==> src/rtl/freq_check_ctrl.sv <==
// freq_check_ctrl -- sequencer for an external frequency comparator.
//
// The block launches measurements on the comparator, collects the results,
// and tracks runs of consecutive failures. It runs either one single-shot
// measurement or a continuous series of measurements. In continuous mode an
// optional idle gap of `interval` cycles separates one measurement from the
// next.
//
// Optional feature: define FREQ_CHECK_WDOG_EN to build in a WAIT-state
// watchdog. A watchdog expiry sets wdog_err and counts as a failed
// measurement. When the macro is undefined, wdog_err is tied to 0 and WAIT
// waits for cmp_done with no time limit.
//
// Ports:
//   clk, reset          single clock, synchronous active-high reset
//   start / stop        one-cycle requests to begin / end measuring
//   continuous          repeat mode, latched when start is accepted
//   timeout_value       comparator window, latched when start is accepted
//   interval            gap between continuous measurements, latched at start
//   fail_limit          consecutive fails that raise alarm (0 = disabled)
//   wd_limit            watchdog limit in WAIT cycles (watchdog builds only)
//   clear               clears alarm, wdog_err and fail_count
//   cmp_enable          launch pulse to the comparator
//   cmp_timeout_value   window value driven to the comparator
//   cmp_done, cmp_ge    comparator completion pulse and result
//   busy                state is not IDLE
//   result_valid        one-cycle result strobe; result_ge holds last result
//   fail_count          consecutive-fail counter (saturating)
//   alarm, wdog_err     sticky status flags
module freq_check_ctrl #(
    parameter int DATA_WIDTH = 32,
    parameter int CNT_WIDTH  = 8
) (
    input  logic                  clk,
    input  logic                  reset,
    input  logic                  start,
    input  logic                  stop,
    input  logic                  continuous,
    input  logic [DATA_WIDTH-1:0] timeout_value,
    input  logic [CNT_WIDTH-1:0]  interval,
    input  logic [CNT_WIDTH-1:0]  fail_limit,
    input  logic [DATA_WIDTH-1:0] wd_limit,
    input  logic                  clear,
    output logic                  cmp_enable,
    output logic [DATA_WIDTH-1:0] cmp_timeout_value,
    input  logic                  cmp_done,
    input  logic                  cmp_ge,
    output logic                  busy,
    output logic                  result_valid,
    output logic                  result_ge,
    output logic [CNT_WIDTH-1:0]  fail_count,
    output logic                  alarm,
    output logic                  wdog_err
);

    typedef enum logic [1:0] {IDLE, START, WAIT, GAP} state_t;

    localparam logic [CNT_WIDTH-1:0] CNT_ONE = {{(CNT_WIDTH-1){1'b0}}, 1'b1};

    state_t               state, state_nx;
    logic                 cont_r;
    logic [CNT_WIDTH-1:0] interval_r;
    logic [CNT_WIDTH-1:0] gap_cnt;
    logic                 stop_pend;
    logic                 done_ev;
    logic                 wd_hit;
    logic                 meas_end;
    logic                 fail_ev;
    logic                 pass_ev;
    logic                 stop_eff;
    logic [CNT_WIDTH-1:0] fc_inc;

    // A cmp_done pulse counts only in WAIT. Anywhere else it is a stray pulse.
    assign done_ev  = (state == WAIT) && cmp_done;
    assign meas_end = done_ev || wd_hit;
    assign pass_ev  = done_ev && cmp_ge;
    assign fail_ev  = (done_ev && !cmp_ge) || wd_hit;
    // A stop in the current cycle counts like one already pending. The exit
    // decision then sees it without an extra cycle of latency.
    assign stop_eff = stop_pend || stop;
    assign fc_inc   = (fail_count == {CNT_WIDTH{1'b1}}) ? fail_count : fail_count + CNT_ONE;
    assign busy     = (state != IDLE);

`ifdef FREQ_CHECK_WDOG_EN
    localparam logic [DATA_WIDTH-1:0] WD_ONE = {{(DATA_WIDTH-1){1'b0}}, 1'b1};
    logic [DATA_WIDTH-1:0] wd_cnt;

    // wd_cnt holds (WAIT cycles so far - 1). The limit is therefore hit on
    // the wd_limit-th WAIT cycle. A simultaneous cmp_done takes precedence.
    assign wd_hit = (state == WAIT) && !cmp_done && ((wd_cnt + WD_ONE) == wd_limit);

    always_ff @(posedge clk) begin
        if (reset) begin
            wd_cnt   <= '0;
            wdog_err <= 1'b0;
        end else begin
            if (state == START)
                wd_cnt <= '0;
            else if (state == WAIT)
                wd_cnt <= wd_cnt + WD_ONE;
            if (clear)
                wdog_err <= 1'b0;
            else if (wd_hit)
                wdog_err <= 1'b1;
        end
    end
`else
    logic unused_wd_limit;
    assign unused_wd_limit = ^wd_limit;
    assign wd_hit          = 1'b0;
    assign wdog_err        = 1'b0;
`endif

    always_comb begin
        state_nx = state;
        case (state)
            IDLE:  if (start) state_nx = START;
            START: state_nx = WAIT;
            WAIT: begin
                if (meas_end) begin
                    if (!cont_r || stop_eff)
                        state_nx = IDLE;
                    else if (interval_r == '0)
                        state_nx = START;
                    else
                        state_nx = GAP;
                end
            end
            GAP: begin
                if (stop_eff)
                    state_nx = IDLE;
                else if (gap_cnt == CNT_ONE)
                    state_nx = START;
            end
            default: state_nx = IDLE;
        endcase
    end

    always_ff @(posedge clk) begin
        if (reset) begin
            state             <= IDLE;
            stop_pend         <= 1'b0;
            cont_r            <= 1'b0;
            interval_r        <= '0;
            gap_cnt           <= '0;
            cmp_enable        <= 1'b0;
            cmp_timeout_value <= '0;
            result_valid      <= 1'b0;
            result_ge         <= 1'b0;
            fail_count        <= '0;
            alarm             <= 1'b0;
        end else begin
            state        <= state_nx;
            // The launch pulse is registered from the next state, so it is
            // high exactly during the START cycle.
            cmp_enable   <= (state_nx == START);
            result_valid <= done_ev;
            if (done_ev)
                result_ge <= cmp_ge;

            // The run parameters change only in IDLE. cmp_timeout_value
            // therefore stays stable for the whole measurement.
            if (state == IDLE && start) begin
                cont_r            <= continuous;
                interval_r        <= interval;
                cmp_timeout_value <= timeout_value;
            end

            if (state_nx == IDLE)
                stop_pend <= 1'b0;
            else if (state != IDLE && stop)
                stop_pend <= 1'b1;

            // gap_cnt is loaded with the gap length on entry to GAP. GAP
            // leaves on the cycle where gap_cnt reads 1.
            if (state == WAIT && state_nx == GAP)
                gap_cnt <= interval_r;
            else if (state == GAP)
                gap_cnt <= gap_cnt - CNT_ONE;

            // clear takes precedence over a simultaneous fail, including a
            // fail that would reach fail_limit.
            if (clear) begin
                fail_count <= '0;
                alarm      <= 1'b0;
            end else if (pass_ev) begin
                fail_count <= '0;
            end else if (fail_ev) begin
                fail_count <= fc_inc;
                if (fail_limit != '0 && fc_inc == fail_limit)
                    alarm <= 1'b1;
            end
        end
    end

endmodule

==> config.mk <==
export PLATFORM = sky130hd
export DESIGN_NAME = freq_check_ctrl
export DESIGN_NICKNAME = d
export VERILOG_FILES = /design/src/rtl/freq_check_ctrl.sv
export SDC_FILE = /design/constraint.sdc
export NUM_CORES = 1
export LEC_CHECK = 0
export CAP_MARGIN = 20
export CORE_AREA = 5 5 99 92
export DETAILED_ROUTE_END_ITERATION = 16
export DIE_AREA = 0 0 104 97
export PLACE_DENSITY = 0.8
export RECOVER_POWER = 25
export SYNTH_ARGS = -nofsm -noshare
export SYNTH_HDL_FRONTEND = slang
export SYNTH_SLANG_ARGS = --single-unit
==> constraint.sdc <==
create_clock -name clk -period 1.9 [get_ports clk]
set_input_delay 0.57 -clock clk [delete_from_list [all_inputs] [get_ports clk]]
set_output_delay 0.57 -clock clk [all_outputs]
set_load 0.05 [all_outputs]
==> results of run 1 <==
## cell type report
cell class	instances	area share, %
clock buffers	13	4.35
clock inverters	3	0.578
inverters	3	0.274
multi-input cells	269	35.7
flip-flops and latches	64	31.4
well taps	99	3.01
repair buffers	117	24.6
## worst min-delay path by stage
stage,end,start,cells past startpoint
after floorplan,interval_r[0],interval_r[0],2
after global placement,cmp_timeout_value[26],cmp_timeout_value[26],2
after detailed placement,cmp_timeout_value[2],cmp_timeout_value[2],2
after CTS,cmp_timeout_value[2],cmp_timeout_value[2],2
after global routing,result_ge,result_ge,2
final,cmp_timeout_value[2],cmp_timeout_value[2],2
## power breakdown
part / internal, mW / switching [mW] / leakage [nW]
clock: 0.619 / 0.524 / 0.0979
combinational: 0.246 / 0.371 / 0.987
sequential: 1.41 / 0.0432 / 0.526
## routing by layer
metal  wire (um)  vias up
li1            -     1444
met1        3220     1320
met2        3700       87
met3         604        9
met4          78        0
met5           0        -
## cell families after synthesis
logic type	synth area share, %
AOI/OAI and AO/OA	18.4
xor gates and xnor gates	3.05
other	0.131
adders and majority gates	1.31
muxes	1.74
and+or+nand+nor	25.0
buffers and inverters	5.71
DFF	44.6
## registers in the layout, indices dropped and copies added (netlist names)
signal and flops:
interval_r 8, cont_r 1, stop_pend 1, result_ge 1, fail_count 8, alarm 1, cmp_enable 1, gap_cnt 8
state 2, result_valid 1, cmp_timeout_value 32
## placed cells by master (no fill, tap or decap), types with 5 or more instances in the layout
| master | instances |
|---|---|
| nand2_1 | 95 |
| a21oi_1 | 64 |
| dfxtp_1 | 58 |
| clkdlybuf4s50_1 | 52 |
| buf_4 | 39 |
| nor2_1 | 24 |
| clkbuf_8 | 13 |
| clkbuf_1 | 13 |
| nor3_1 | 9 |
| nand3_1 | 6 |
| mux2i_1 | 5 |
| a31oi_1 | 5 |
| buf_12 | 5 |
## stage by stage
step	instances	hold slack (ns)	TNS [ns]	cell area (um^2)
3_3_place_gp	552	0.443	-0.970	3960
4_1_cts	568	0.458	0	4160
6_report	568	0.454	0	4110
3_5_place_dp	552	0.449	-1.52	3960
2_1_floorplan	365	0.441	-0.00790	2900
5_1_grt	568	0.480	0	4110
## worst register-to-register path, delay by kind of cell, from the launching register on
kind | cells | cell delay [ns]
compound gates | 4 | 0.86
flops | 1 | 0.38
simple gates | 1 | 0.20
fa+ha+maj | 1 | 0.16
mux | 1 | 0.12
## Yosys cell counts, drive strengths merged (2+ instances only)
cell type / instances
and3: 3
nand4: 3
a2bb2oi: 2
nand3: 8
a31oi: 5
ha: 3
a2111oi: 2
nor3b: 2
and2: 2
xnor2: 6
nor2: 24
a211oi: 4
or4: 2
a31o: 2
inv: 3
xor2: 4
buf: 9
a21oi: 64
nand2: 96
or2: 2
nand3b: 2
nor3: 9
nor4: 4
clkbuf: 20
dfxtp: 64
mux2i: 5
o21ai: 5
==> metrics, run 1 <==
sequential share of the synthesized area 44.6%; area delta synth->final 43.3%; wire length per cell 13.4 um; CP Class in2reg; Ports 134; Synth area leaders dfxtp_1 (45%), nand2_1 (13%), a21oi_1 (11%); Synth async-reset ratio 0%; startpoint types input pin; Sequential Area 1290 um^2; Slew @ Worst Pin 0.625 ns; hold buffers post-CTS 0; Reg clk slew, reported paths 0.07 ns; Pins Over Slew Limit 0; Post-route DRC 0; top_reg_cell synth dfxtp_1; #FFs+latches synth 64; crit path DAT 2.04 ns; Max FO, Critical Path 3; utilization after layout 52.0%; diode count 0; row cnt 31; slowest cell delay on critical path 0.43 ns; Cells after Synth 365; R2R setup slack 0.13 ns; CTS resizes 0; Initial DRC Count 124; MaxCap Viol Count 0; Post-synth EDFFs 0; input/output buffers 100; CTS Buf Count 9; drt pass-1 iters 4; Final min period 1.82 ns; Peak VDD IR 0.509 mV; fin nets 555; met1 Use GR 17.0%; Period Utilization, post-route 95.6%; area leader, netlist dfxtp_1; global-route wire length before repair 12.7 mm; RSZ-0062 raised after global routing false; Cell Area, Synth 2870 um^2; Hold WC Path Type reg2reg; Vias 2860; Synth warnings 0; worst reg2reg endpoint alarm; Final ANT Viol Nets 0; Setup crit end kind flip-flop; Place WS -0.335 ns; Leakage Power 1.61 nW; total core area 7910 um^2; reg2reg start fail_count[0]; Clock Latency Late Sink 0.33 ns; footprint of the multi-input gates 1470 um^2; clock buffer depth 2; mean post-synth cell area 7.86 um^2; Fin. Hold Viols 0; status finished, final reports clean; Global Route Usage Sum 14.9%; Worst path slowest cell clkdlybuf4s50_1; TritonCTS clock tree built; DP HPWL 5.62 mm; cells on worst reg2reg path 7; Netlist cell types 48; gp weighted congestion 0.809; die width 104 um; crit-path cells clkdlybuf4s50_1 > nor2_1 > nand2_1 > o21ai_0 > a21oi_1 > or2_2 > a211oi_1; met2 Track Usage GR 25.0%; PwrDens 780 nW/um^2; worst clock skew 0.00823 ns; fraction of layout cells with a size suffix above 1 18.6%; Critical Path Sink stop_pend; CTS Root Cell clkbuf_8; die height 97 um; Remaining Overflow, GRT 0; full die area 10100 um^2; worst setup margin 0.0839 ns; total power 3.21 mW; postcts setup bufs 0; WP depth 7; filler instances 769; GRT met3 Usage 7.26%; cell family with most CP delay simple AND/OR/NAND/NOR gates; FMAX 551 MHz; Via density 5.04; initial antenna violation count 0; Starting Density 36.3%; htree depth 3; grt peak-use layer met2; WL final 7.60 mm; largest net degree at the start of global routing 56; Critical Path RT 2.13 ns; vias in the first global route 2789; Worst Setup SP stop; final setup fails 0; post-synth top area share 44.6%; Buf/Inv on CP 1; syn_nets 456; Slew HR 58.5%; clock sink total 64
Power figures use the tool's default switching activity.
==> inputs of run 2 (changes only) <==
--- a/config.mk
+++ b/config.mk
@@ -6,10 +6,10 @@
 export NUM_CORES = 1
 export LEC_CHECK = 0
 export CAP_MARGIN = 20
-export CORE_AREA = 5 5 99 92
+export CORE_AREA = 4 4 98 91
 export DETAILED_ROUTE_END_ITERATION = 16
-export DIE_AREA = 0 0 104 97
-export PLACE_DENSITY = 0.8
+export DIE_AREA = 0 0 102 95
+export PLACE_DENSITY = 0.86
 export RECOVER_POWER = 25
 export SYNTH_ARGS = -nofsm -noshare
 export SYNTH_HDL_FRONTEND = slang
==> run 2 against run 1 <==
Net effect: non-clock buffer count decreased by 1; core utilization decreased by 0.095 points; count of clock-buffer cells in the layout fell by 4; global-route usage rose by 0.46 points; cell count down 0.18%; register-to-register slack worse by 0.02 ns; cell area is 0.18% lower; total power rose by 4.2%; setup slack worse by 0.011 ns; sequential power hardly changed; combinational power is essentially flat; highest routed layer unchanged.
==> metrics, run 2 (synthesized netlist as in run 1, its figures left out) <==
MaxCap Viol Count 0; Hold WC Path Type reg2reg; initial antenna violation count 0; Clock Latency Late Sink 0.34 ns; crit path DAT 2.11 ns; diode count 0; fraction of layout cells with a size suffix above 1 18.4%; Setup crit end kind flip-flop; drt pass-1 iters 5; Global Route Usage Sum 15.3%; Reg clk slew, reported paths 0.07 ns; filler instances 747; commonest non-fill, non-tap cell in the layout nand2_1; slowest cell delay on critical path 0.52 ns; postcts setup bufs 0; Leakage Power 1.61 nW; startpoint types input pin; Sequential Power Share 43.4%; FMAX 547 MHz; Vias 2853; Fin. Hold Viols 0; vias in the first global route 2599; P_sw 0.955 mW; die width 102 um; fin nets 554; Remaining Overflow, GRT 0; Int Pwr 2.39 mW; clock buffer depth 2; Slew HR 58.8%; wire length per cell 13.2 um; WHS 0.455 ns; CP Class in2reg; clock group share of total power 38.2%; switch share 28.6%; Peak VDD IR 0.847 mV; die height 95 um; max FFs per register 32; Critical Path RT 2.18 ns; PwrDens 814 nW/um^2; Combinational Power Share 18.4%; Pins Over Slew Limit 0; final setup fails 0; Slew @ Worst Pin 0.621 ns; Final ANT Viol Nets 0; commonest non-fill, non-tap cells in the layout nand2_1 (95), a21oi_1 (64), dfxtp_1 (58), clkdlybuf4s50_1 (54), buf_4 (31); row cnt 31; Via density 5.03; WL final 7.51 mm; Ports 134; Initial DRC Count 161; total core area 7910 um^2; setup TNS 0 ns; hold buffers post-CTS 0; RSZ-0062 raised after global routing true; Worst path slowest cell clkdlybuf4s50_1; Final min period 1.83 ns; Max FO, Critical Path 2; CTS Buf Count 9; TritonCTS clock tree built; full die area 9690 um^2; Most flops, register cmp_timeout_value; input/output buffers 100; largest net degree at the start of global routing 56; worst clock skew 0.00739 ns; htree depth 3; gp weighted congestion 0.859; Period Utilization, post-route 96.2%; crit-path cells clkdlybuf4s50_1 > xor2_2 > mux2i_1 > a21oi_1 > a2111oi_2 > a32o_1; Starting Density 36.3%; status finished, final reports clean; area delta synth->final 43.1%; clock sink total 64; CTS Root Cell clkbuf_8; DP HPWL 5.53 mm; Post-route DRC 0; global-route wire length before repair 11.9 mm
==> run 2: cell count changes in the layout (fill, tap and decap cells not counted), sizes merged, moves of 2 or more <==
| cell | change |
|---|---|
| buf | -9 |
| bufinv | +2 |
| clkbuf | +4 |
| clkdlybuf4s50 | +2 |
| clkinv | +2 |
==> run 2: worst max-delay path, delay by kind of cell <==
kind / cells / cell delay, ns
compound gates: 3 / 0.61
xor+xnor: 1 / 0.19
buf+inv: 1 / 0.52
mux: 1 / 0.21
==> run 2: metal layers <==
metal / up-vias / track usage [%] / part of all wire (%) / routed length [um]
li1: 1442 / - / - / -
met1: 1295 / 19.2 / 43 / 3200
met2: 105 / 24.5 / 47 / 3560
met3: 11 / 6.13 / 8.8 / 660
met4: 0 / 4.26 / 1.2 / 89
met5: - / 0 / 0 / 0
==> run 2: final timing paths <==
path,start,endpoint,slack [ns],depth (start not counted)
max reg2reg,fail_count[0],alarm,0.11,7
min,cmp_timeout_value[29],cmp_timeout_value[29],0.45,2
min reg2reg,cmp_timeout_value[29],cmp_timeout_value[29],0.45,2
max,fail_limit[4],alarm,0.07,6
==> run 2: what timing repair did <==
| action | 4_1_cts | 5_1_grt |
|---|---|---|
| gates resized for setup | 1 | 5 |
| pin swaps | 0 | 1 |
| endpoints found under the setup margin | 1 | 3 |
| cloned | 0 | 0 |
==> run 2: power by group through the flow <==
stage	sequential [mW]	clock [mW]	combinational, mW
2_1_floorplan	1.63	0	0.211
3_3_place_gp	1.48	0	0.634
3_5_place_dp	1.48	0	0.644
4_1_cts	1.45	1.31	0.648
5_1_grt	1.46	1.37	0.664
6_report	1.45	1.28	0.616
==> run 2: final cells by class <==
type | instances | area [um^2] | area share, %
inverters | 3 | 11.3 | 0.274
well taps | 99 | 124 | 3.02
multi-input cells | 269 | 1470 | 35.8
clock buffers | 9 | 124 | 3.02
repair buffers | 116 | 987 | 24.0
clock inverters | 7 | 95.1 | 2.32
flip-flops and latches | 64 | 1290 | 31.5
==> run 2: stage by stage <==
stage | setup slack, ns | instance area (um^2) | power (mW) | std cells | util [%]
5_1_grt | -0.0370 | 4110 | 3.50 | 567 | 51.9
4_1_cts | 0.0181 | 4180 | 3.41 | 567 | 52.8
3_5_place_dp | -0.343 | 3950 | 2.13 | 551 | 49.9
2_1_floorplan | -0.00790 | 2900 | 1.84 | 365 | -
3_3_place_gp | -0.311 | 3950 | 2.11 | 551 | 49.9
6_report | 0.0728 | 4110 | 3.34 | 567 | 51.9
